--- src/rtl/display_7s_scan_pkg.sv ---
// Shared definitions for the 7-segment scan driver: digit field layout,
// frame geometry, slot state encoding and an anode decode helper.
package display_7s_scan_pkg;

  localparam int DIGITS      = 8;
  localparam int DIGIT_W     = 10;
  localparam int FRAME_W     = DIGITS * DIGIT_W;
  localparam int DIGIT_IDX_W = 3;
  localparam int SEG_W       = 7;
  localparam int BRIGHT_W    = 4;

  // Bit offsets inside one 10-bit digit field
  localparam int F_BLINK   = 9;
  localparam int F_EN      = 8;
  localparam int F_DP      = 7;
  localparam int F_SEG_MSB = 6;
  localparam int F_SEG_LSB = 0;

  // Packed view of one digit field; member order matches the offsets above
  typedef struct packed {
    logic             blink;
    logic             en;
    logic             dp;
    logic [SEG_W-1:0] seg;
  } digit_field_t;

  // Phase of the current digit slot
  typedef enum logic {
    ST_BLANK = 1'b0,
    ST_ON    = 1'b1
  } slot_state_t;

  // Active-low anode pattern with exactly one anode enabled
  function automatic logic [DIGITS-1:0] anode_sel_n(input logic [DIGIT_IDX_W-1:0] idx);
    logic [DIGITS-1:0] m;
    m      = '1;
    m[idx] = 1'b0;
    return m;
  endfunction

endpackage

--- src/rtl/display_7s_scan_if.sv ---
// Content/pin bundle between the display content source, the scan driver
// and the board pins.
interface display_7s_scan_if;
  import display_7s_scan_pkg::*;

  logic [FRAME_W-1:0]  dis_data;
  logic [BRIGHT_W-1:0] brightness;
  logic [DIGITS-1:0]   an;
  logic [SEG_W-1:0]    seg;
  logic                dp;
  logic                frame_start;

  // Content source side: supplies frame data, observes pins and frame strobe
  modport master (
    output dis_data,
    output brightness,
    input  an,
    input  seg,
    input  dp,
    input  frame_start
  );

  // Scan driver side
  modport slave (
    input  dis_data,
    input  brightness,
    output an,
    output seg,
    output dp,
    output frame_start
  );

endinterface

--- src/rtl/display_7s_scan_timebase.sv ---
// Slot timebase: cycle counter within a digit slot, digit index, and the
// registered BLANK/ON slot state, plus the strobes derived from them.
import display_7s_scan_pkg::*;

module display_7s_scan_timebase #(
  parameter int DIGIT_PERIOD_CYCLES = 100000,
  parameter int BLANK_CYCLES        = 1000
) (
  input  logic                   clk,
  input  logic                   reset,
  output logic [DIGIT_IDX_W-1:0] digit_o,
  output logic                   blank_o,
  output logic                   on_o,
  output logic                   slot_start_o,
  output logic                   frame_start_o,
  output logic                   frame_end_o
);

  localparam int CNT_W = (DIGIT_PERIOD_CYCLES > 1) ? $clog2(DIGIT_PERIOD_CYCLES) : 1;
  localparam logic [CNT_W-1:0] CNT_LAST  = CNT_W'(DIGIT_PERIOD_CYCLES - 1);
  localparam logic [CNT_W-1:0] BLANK_END = CNT_W'(BLANK_CYCLES);
  // A slot only starts in ON when no blanking gap is configured
  localparam slot_state_t ST_RESET = (BLANK_CYCLES > 0) ? ST_BLANK : ST_ON;

  logic [CNT_W-1:0]       cnt_q, cnt_d;
  logic [DIGIT_IDX_W-1:0] digit_q, digit_d;
  slot_state_t            state_q, state_d;
  logic                   cnt_wrap;

  // Next counter/digit values; the slot state is derived from the next count
  // so that state_q always agrees with cnt_q in the same cycle
  always_comb begin
    cnt_wrap = (cnt_q == CNT_LAST);
    cnt_d    = cnt_wrap ? '0 : cnt_q + CNT_W'(1);
    digit_d  = cnt_wrap ? digit_q + DIGIT_IDX_W'(1) : digit_q;
    state_d  = (cnt_d < BLANK_END) ? ST_BLANK : ST_ON;
  end

  // Slot counter, digit index and slot FSM
  always_ff @(posedge clk or posedge reset) begin
    if (reset) begin
      cnt_q   <= '0;
      digit_q <= '0;
      state_q <= ST_RESET;
    end else begin
      cnt_q   <= cnt_d;
      digit_q <= digit_d;
      state_q <= state_d;
    end
  end

  assign digit_o       = digit_q;
  assign blank_o       = (state_q == ST_BLANK);
  assign on_o          = (state_q == ST_ON);
  assign slot_start_o  = (cnt_q == '0);
  assign frame_start_o = (cnt_q == '0) && (digit_q == '0);
  assign frame_end_o   = cnt_wrap && (digit_q == DIGIT_IDX_W'(DIGITS - 1));

endmodule

--- src/rtl/display_7s_scan.sv ---
// 8-digit time-multiplexed 7-segment scan driver. Latches a whole frame at
// the start of each scan so content never tears, blanks the first part of
// every digit slot against ghosting, and applies per-digit enable/blink and
// a global PWM brightness. All pins are registered, active-low.
import display_7s_scan_pkg::*;

module display_7s_scan #(
  parameter int DIGIT_PERIOD_CYCLES = 100000,
  parameter int BLANK_CYCLES        = 1000,
  parameter int BLINK_FRAMES        = 62
) (
  input  logic               clk,
  input  logic               reset,
  display_7s_scan_if.slave   bus
);

  localparam int BLINK_W = (BLINK_FRAMES > 1) ? $clog2(BLINK_FRAMES) : 1;
  localparam logic [BLINK_W-1:0] BLINK_LAST = BLINK_W'(BLINK_FRAMES - 1);

  logic [DIGIT_IDX_W-1:0] digit;
  logic                   blank;
  logic                   on;
  logic                   slot_start;
  logic                   frame_latch;
  logic                   frame_end;

  display_7s_scan_timebase #(
    .DIGIT_PERIOD_CYCLES (DIGIT_PERIOD_CYCLES),
    .BLANK_CYCLES        (BLANK_CYCLES)
  ) u_timebase (
    .clk           (clk),
    .reset         (reset),
    .digit_o       (digit),
    .blank_o       (blank),
    .on_o          (on),
    .slot_start_o  (slot_start),
    .frame_start_o (frame_latch),
    .frame_end_o   (frame_end)
  );

  logic [FRAME_W-1:0]  frame_q;
  logic [BRIGHT_W-1:0] bright_q;
  logic [BRIGHT_W-1:0] pwm_q, pwm_d;
  logic [BLINK_W-1:0]  blink_cnt_q, blink_cnt_d;
  logic                blink_phase_q, blink_phase_d;
  logic [DIGITS-1:0]   an_q, an_d;
  logic [SEG_W-1:0]    seg_q, seg_d;
  logic                dp_q, dp_d;
  logic                frame_start_q;
  logic                lit;
  digit_field_t        cur;
  digit_field_t        field [DIGITS];

  // Per-digit views of the latched frame buffer
  for (genvar gi = 0; gi < DIGITS; gi++) begin : g_field
    assign field[gi] = digit_field_t'(frame_q[gi*DIGIT_W +: DIGIT_W]);
  end

  // Blink counter advances as each frame completes, so the first
  // BLINK_FRAMES frames after reset share phase 0
  always_comb begin
    blink_cnt_d   = blink_cnt_q;
    blink_phase_d = blink_phase_q;
    if (frame_end) begin
      if (blink_cnt_q == BLINK_LAST) begin
        blink_cnt_d   = '0;
        blink_phase_d = ~blink_phase_q;
      end else begin
        blink_cnt_d = blink_cnt_q + BLINK_W'(1);
      end
    end
  end

  // PWM ramp restarts at every ON phase and free-runs through it; pin decode
  // for the current digit
  always_comb begin
    pwm_d = (on && !slot_start) ? pwm_q + BRIGHT_W'(1) : '0;
    cur   = field[digit];
    lit   = !blank && cur.en && !(cur.blink && blink_phase_q) && (pwm_q <= bright_q);
    an_d  = lit ? anode_sel_n(digit) : '1;
    seg_d = lit ? ~cur.seg : '1;
    dp_d  = lit ? ~cur.dp : 1'b1;
  end

  // Frame/brightness latch, blink state, PWM and registered pins
  always_ff @(posedge clk or posedge reset) begin
    if (reset) begin
      frame_q       <= '0;
      bright_q      <= '0;
      pwm_q         <= '0;
      blink_cnt_q   <= '0;
      blink_phase_q <= 1'b0;
      an_q          <= '1;
      seg_q         <= '1;
      dp_q          <= 1'b1;
      frame_start_q <= 1'b0;
    end else begin
      if (frame_latch) begin
        frame_q  <= bus.dis_data;
        bright_q <= bus.brightness;
      end
      frame_start_q <= frame_latch;
      pwm_q         <= pwm_d;
      blink_cnt_q   <= blink_cnt_d;
      blink_phase_q <= blink_phase_d;
      an_q          <= an_d;
      seg_q         <= seg_d;
      dp_q          <= dp_d;
    end
  end

  assign bus.an          = an_q;
  assign bus.seg         = seg_q;
  assign bus.dp          = dp_q;
  assign bus.frame_start = frame_start_q;

endmodule

--- src/flat_wrapper.sv ---
// flat-port wrapper written by rule: the top's interface ports become plain ports
module display_7s_scan_flat 
#(
  parameter int DIGIT_PERIOD_CYCLES = 100000,
  parameter int BLANK_CYCLES        = 1000,
  parameter int BLINK_FRAMES        = 62
)
  (clk, reset, bus_dis_data, bus_brightness, bus_an, bus_seg, bus_dp, bus_frame_start);
  display_7s_scan_if bus_i ();
  input  logic clk;
  input  logic reset;
  input wire logic [$bits(bus_i.dis_data)-1:0] bus_dis_data;
  input wire logic [$bits(bus_i.brightness)-1:0] bus_brightness;
  output wire logic [$bits(bus_i.an)-1:0] bus_an;
  output wire logic [$bits(bus_i.seg)-1:0] bus_seg;
  output wire logic [$bits(bus_i.dp)-1:0] bus_dp;
  output wire logic [$bits(bus_i.frame_start)-1:0] bus_frame_start;
  assign bus_i.dis_data = bus_dis_data;
  assign bus_i.brightness = bus_brightness;
  assign bus_an = bus_i.an;
  assign bus_seg = bus_i.seg;
  assign bus_dp = bus_i.dp;
  assign bus_frame_start = bus_i.frame_start;
  display_7s_scan #(.DIGIT_PERIOD_CYCLES(DIGIT_PERIOD_CYCLES), .BLANK_CYCLES(BLANK_CYCLES), .BLINK_FRAMES(BLINK_FRAMES)) u_core (.clk(clk), .reset(reset), .bus(bus_i));
endmodule
--- config.mk ---
export PLATFORM = sky130hd
export DESIGN_NAME = display_7s_scan_flat
export DESIGN_NICKNAME = d
export VERILOG_FILES = /design/src/rtl/display_7s_scan_pkg.sv /design/src/rtl/display_7s_scan_if.sv /design/src/rtl/display_7s_scan_timebase.sv /design/src/rtl/display_7s_scan.sv /design/src/flat_wrapper.sv
export SDC_FILE = /design/constraint.sdc
export NUM_CORES = 1
export LEC_CHECK = 0
export CORE_AREA = 2 2 121 123
export DETAILED_ROUTE_END_ITERATION = 16
export DIE_AREA = 0 0 123 125
export PLACE_DENSITY = 0.69
export SLEW_MARGIN = 20
export SYNTH_ARGS = -nofsm -noshare
export SYNTH_HDL_FRONTEND = slang
export SYNTH_SLANG_ARGS = --single-unit
--- constraint.sdc ---
create_clock -name clk -period 8.4 [get_ports clk]
set_clock_uncertainty 0.2 [all_clocks]
set_input_delay 1.68 -clock clk [delete_from_list [all_inputs] [get_ports clk]]
set_output_delay 1.68 -clock clk [all_outputs]
set_load 0.02 [all_outputs]
### Word-level counts from Yosys, hierarchy flattened

Index checks and enable logic that the tools add are counted.
W data, S select, Z words.

* order comparisons: 5
* equal/unequal tests: 3
* bitwise gates (word level): 5
* reductions and logical operators: 13
* mux-type cells: 12
* add/subtract/negate cells: 4

Operator list (number)
* $bmux W10 S3: 1
* $mux W10: 2
* $add A17 B1 Y17 const B: 1
* $eq A17 B17 Y1 const B: 1
* $logic_not A17 Y1: 1
* $lt A17 B10 Y1 const B: 1
* $mux W17: 1
* $logic_and A1 B1 Y1: 8
* $mux W8: 1
* $not A8 Y8: 1
* $mux W7: 1
* $not A7 Y7: 1
* $add A6 B1 Y6 const B: 1
* $eq A6 B6 Y1 const B: 1
* $mux W6: 1
* $add A4 B1 Y4 const B: 1
* $ge A4 B4 Y1 const B: 1
* $le A4 B4 Y1: 1
* $lt A3 B4 Y1 const B: 1
* $mux W4: 1
* $not A3 Y4: 1
* $add A3 B1 Y3 const B: 1
* $demux W1 S3: 1
* $eq A3 B3 Y1 const B: 1
* 6 further kinds: 10

* register bits after elaboration: 133
* output and inout bits: 17
* logic and storage cells: 54
* input bits: 86

### Depth between registers and ports, before layout

* depth after elaboration: 9
* mapped depth: 11
* mapped depth without buffers: 8

### Hierarchy

Synthesis repeated with hierarchy kept, for this count alone.

* cell total of the unflattened synthesis: 500
* area total of the unflattened synthesis: 6239.7 sq um

By module, submodules not included
* display_7s_scan: times used 1, area an instance 4979.8 sq um, cells each 369
* display_7s_scan_timebase: times used 1, area an instance 1260.0 sq um, cells each 131

### Worst setup path before layout

OpenSTA, ideal clock, no wires.

* kind: reg-to-reg
* from: reg u_core.u_timebase.cnt_q[0]
* to: reg u_core.frame_q[0]
* data arrival time: 2.138 ns
* clock period less this slack: 2.463 ns
* cell stages (with the launch flop): 11
* slack: 5.937 ns
* required time: 8.075 ns
* buffers on the path: 3
* path through: dfrtp_1 inv_1 ha_1 or4b_1 nor3_2 nand4_1 nor3b_2 buf_6 buf_12 buf_12 mux2_4

* cells in the longest elaborated chain, start to end: 2

RTL lines
* start, declared: RTL line display_7s_scan_timebase.sv:25 `logic [CNT_W-1:0] cnt_q, cnt_d;`
* start signal, assigned: RTL line display_7s_scan_timebase.sv:46 `cnt_q <= cnt_d;`
* $logic_not A17 Y1: RTL line display_7s_scan_timebase.sv:56 `assign frame_start_o = (cnt_q == '0) && (digit_q == '0);`
* $logic_and A1 B1 Y1: RTL line display_7s_scan_timebase.sv:56
* net u_core.frame_latch: RTL line display_7s_scan.sv:24 `logic frame_latch;`
* end signal, assigned: RTL line display_7s_scan.sv:99 `frame_q <= bus.dis_data;`
* end, declared: RTL line display_7s_scan.sv:41 `logic [FRAME_W-1:0] frame_q;`

The timed path passes the listed nets, and every way through them passes these cells.
A chain may end at the register's enable or synchronous reset.

### Worst setup path after layout

* from: reg u_core.u_timebase.cnt_q[0]
* to: reg u_core.frame_q[8]

* cells in the longest elaborated chain, start to end: 2

RTL lines (RTL line)
* $logic_not A17 Y1: display_7s_scan_timebase.sv:56
* $logic_and A1 B1 Y1: display_7s_scan_timebase.sv:56

Every way passes these cells.

==> reports/summary.txt <==
Outcome = completed
Final instance count without filler cells = 792
Count of final setup violators = 0
Top-Level Pins = 103
Most crowded layer after global routing = met2
Clock buffer depth = 2
Total count of hold-check failures in the final report = 0
Vias per Instance = 5.197
Count of cell types in the netlist = 49
Type of destination of the critical path = flop
Met3 usage in global routing = 0.03969
Hold Buf Count CTS = 0
Setup slack after placement = 4.499 ns
Worst reg2reg path endpoint = u_core.frame_q[8]
Buffer type at the clock tree root = sky130_fd_sc_hd__clkbuf_16
Critical path type = reg -> reg
Worst skew pair latency = 0.42 ns
Maximum number of pins on one net before global-route repair = 86
GR Util met2 = 0.2954
Violation count after the first detailed-route iteration = 299
Antenna violations before repair = 0
Drc violations = 0
PD cells = 187.6 nW/um2
Share of cells above drive strength 1 = 0.2648
Number of max-slew violations in the final report = 0
Floorplan die width = 123 um
Sequential cell area = 3348 um2
Cell types with the largest area share after synthesis = sky130_fd_sc_hd__dfrtp_1 (47%), sky130_fd_sc_hd__mux2_2 (16%), sky130_fd_sc_hd__dfstp_2 (6.7%), sky130_fd_sc_hd__mux4_2 (2.9%), sky130_fd_sc_hd__nand2_1 (2.7%)
Total inserted antenna cells = 0
Number of gates resized after cts = 0
Clock tree from TritonCTS = yes
Half-perimeter wire length after placement = 9057 um
Type of element launching the critical path = flop
Net count after synthesis = 593
# Max-Cap Violations = 0
Total setup buffers inserted after CTS = 0
DRT Pass-1 Iters = 5
Post-Syn Area = 6261 um2
Transition time at the pin with the least slew margin = 1.038 ns
Number of placement rows = 44
Fraction of registers with async set/reset = 1.000
First-pass GRT wire length = 21380 um
Vias in the first global route = 4247
Global-route usage over all layers = 0.1821
Largest fanout on the critical path = 85
Worst Setup SP = u_core.u_timebase.cnt_q[0]
Die Y-Extent = 125 um
Final weighted congestion in routability-driven placement = 0.7803
Peak Freq = 287.3 MHz
Number of inserted filler cells in the final layout = 1205
Start of the worst register-to-register path = u_core.u_timebase.cnt_q[0]
Die Outline Area = 15380 um2
Number of cells after detailed placement = 758
Final WS setup = 4.920 ns
Largest area contributor in the netlist = sky130_fd_sc_hd__dfrtp_1
Fraction of synthesized cell area taken by the top area cell type = 0.4676
Count of vias placed by the detailed router = 4116
Multi-input gate area = 2604 um2
Min-Delay Startpoint = u_core.pwm_q[0]
Setup repair after global routing missed its margin = false
Met1 global-route usage = 0.2343
ANT nets after route = 0
Minimum clock period = 3.480 ns
Synth Register Bits = 133
Worst EP required = 8.49 ns
Setup slack of the worst register-to-register path = 4.92 ns
Termination of the worst setup path = u_core.frame_q[8]
Peak VDD IR = 132.6 uV
Count of flip-flops with a built-in enable after synthesis = 0
Growth of design area from synthesis to finish = 26.56%
Average routed wire per standard cell = 16.64 um
Period utilization = 0.4143
H-Tree Level Count = 4
Total Neg Setup Slack = 0 ns
TritonCTS buffer count = 17
Worst hold-check path type = reg -> reg
Total number of yosys warnings = 0
Reg2reg path depth = 8
Final #Nets = 693
Data arrival time of the worst path = 3.57 ns
Global-route congestion overflow total = 0
Wire length after detailed routing = 13180 um
Seq/Total Area, Yosys = 0.5348
Instance count of the mapped netlist = 495
Total clock sinks = 133
Headroom to the max-slew limit = 0.3080
Average size of a mapped cell = 12.65 um2
Port Buffer Count = 102
Core box area = 14200 um2
Static leakage = 3.214 nW
Initial core utilization = 0.4408
Most used flip-flop cell after synthesis = sky130_fd_sc_hd__dfrtp_1
Clock Pin Slew Worst Setup and Hold Paths = 0.05 ns
Yosys cell counts, types with 2 or more instances:
cell type                  number
sky130_fd_sc_hd__buf_2          6
sky130_fd_sc_hd__a31oi_1        3
sky130_fd_sc_hd__inv_1         11
sky130_fd_sc_hd__nor3_1         5
sky130_fd_sc_hd__dfrtp_1      117
sky130_fd_sc_hd__nor2_1        25
sky130_fd_sc_hd__nor2b_1        3
sky130_fd_sc_hd__nor3_2         4
sky130_fd_sc_hd__clkbuf_8       8
sky130_fd_sc_hd__xnor2_1       12
sky130_fd_sc_hd__xor2_1        14
sky130_fd_sc_hd__o221ai_1       4
sky130_fd_sc_hd__mux2i_1        4
sky130_fd_sc_hd__buf_6          3
sky130_fd_sc_hd__dfstp_2       16
sky130_fd_sc_hd__buf_12         2
sky130_fd_sc_hd__nand2b_1       5
sky130_fd_sc_hd__mux2_2        90
sky130_fd_sc_hd__and4_1         5
sky130_fd_sc_hd__buf_4          4
sky130_fd_sc_hd__nand4_1       11
sky130_fd_sc_hd__o21ai_0       15
sky130_fd_sc_hd__clkinv_1       2
sky130_fd_sc_hd__ha_1          12
sky130_fd_sc_hd__mux4_2         8
sky130_fd_sc_hd__clkbuf_1       6
sky130_fd_sc_hd__o22ai_1       11
sky130_fd_sc_hd__o31ai_1        2
sky130_fd_sc_hd__nand2_1       45
sky130_fd_sc_hd__a21oi_1        4
sky130_fd_sc_hd__nand3_1       19
sky130_fd_sc_hd__nand3b_1       2
layer usage:
metal	wire, um	vias up
met2	6512	95
met4	265	0
li1	-	1961
met3	483	19
met5	0	-
met1	5915	2041
power breakdown:
group	internal, mW	switching, mW	leakage, nW	total (mW)
combinational	0.0574	0.0291	1.33	0.0865
clock	0.466	0.261	0.293	0.727
sequential	0.662	0.0104	1.59	0.673
worst max-delay path, stage by stage, from the launching register on:
cell	delay [ns]
sky130_fd_sc_hd__dfrtp_1	0.41
sky130_fd_sc_hd__inv_1	0.08
sky130_fd_sc_hd__ha_1	0.15
sky130_fd_sc_hd__or4b_1	0.45
sky130_fd_sc_hd__nor3_2	0.12
sky130_fd_sc_hd__nand4_1	0.25
sky130_fd_sc_hd__nor3b_4	0.37
sky130_fd_sc_hd__buf_4	0.84
sky130_fd_sc_hd__mux2_2	0.43
through the flow:
step,power (mW),util,area (um2),hold slack [ns]
5_1_grt,1.540,0.5579,7924,0.3100
2_1_floorplan,0.7162,-,6261,0.2503
3_3_place_gp,0.7658,0.5139,7300,0.2713
6_report,1.486,0.5579,7924,0.2931
4_1_cts,1.499,0.5554,7889,0.2932
3_5_place_dp,0.7699,0.5139,7300,0.2859
how the worst min path moves through the flow:
stage	endpoint	slack [ns]	cells past startpoint
6_report	u_core.pwm_q[0]	0.29	1
5_1_grt	u_core.pwm_q[0]	0.31	1
4_1_cts	u_core.pwm_q[0]	0.29	1
3_5_place_dp	u_core.pwm_q[0]	0.29	1
3_3_place_gp	u_core.pwm_q[0]	0.27	1
2_1_floorplan	u_core.pwm_q[0]	0.25	1
layout by cell type, fill, tap and decap left out, drive strengths merged, types with 2 or more instances in the layout:
cell	synthesis	layout
dfrtp	117	117
clkdlybuf4s50	0	102
mux2	91	91
nand2	45	45
nor2	25	25
clkbuf	14	23
nand3	19	19
dfstp	16	16
o21ai	15	15
xor2	14	14
xnor2	12	12
ha	12	12
nand4	11	11
o22ai	11	11
inv	11	11
nor3	9	9
mux4	8	8
buf	15	8
clkinv	2	8
and4	5	5
nand2b	5	5
mux2i	4	4
a21oi	4	4
o221ai	4	4
nor2b	3	3
a31oi	3	3
o31ai	2	2
nand3b	2	2
bufinv	0	2
nor3b	2	2
and3	2	2
a221oi	2	2
registers in the layout, summed over array words and instances, names as in the netlist, 3 cells and up:
name,count
u_core.bright_q,4
u_core.blink_cnt_q,6
u_core.bus.seg,7
u_core.frame_q,80
u_core.u_timebase.digit_o,3
u_core.bus.an,8
u_core.u_timebase.cnt_q,17
u_core.pwm_q,4
area by class of cell:
type | count | share of cell area
sequential | 133 | 0.4225
multi-input combinational | 320 | 0.3286
timing repair buffer | 110 | 0.1390
clock buffer | 23 | 0.06158
tap | 184 | 0.02905
clock inverter | 9 | 0.01279
inverter | 13 | 0.006474
cells by family (layout without fill, tap and decap cells):
group,after synthesis,after routing,synth area share
mux,103,103,0.1994
fa+ha+maj,12,12,0.02398
simple gates,132,132,0.1061
compound gates,47,47,0.04896
flops,133,133,0.5348
buf+inv,42,155,0.05036
xor+xnor,26,26,0.03637
Power figures use the tool's default switching activity.
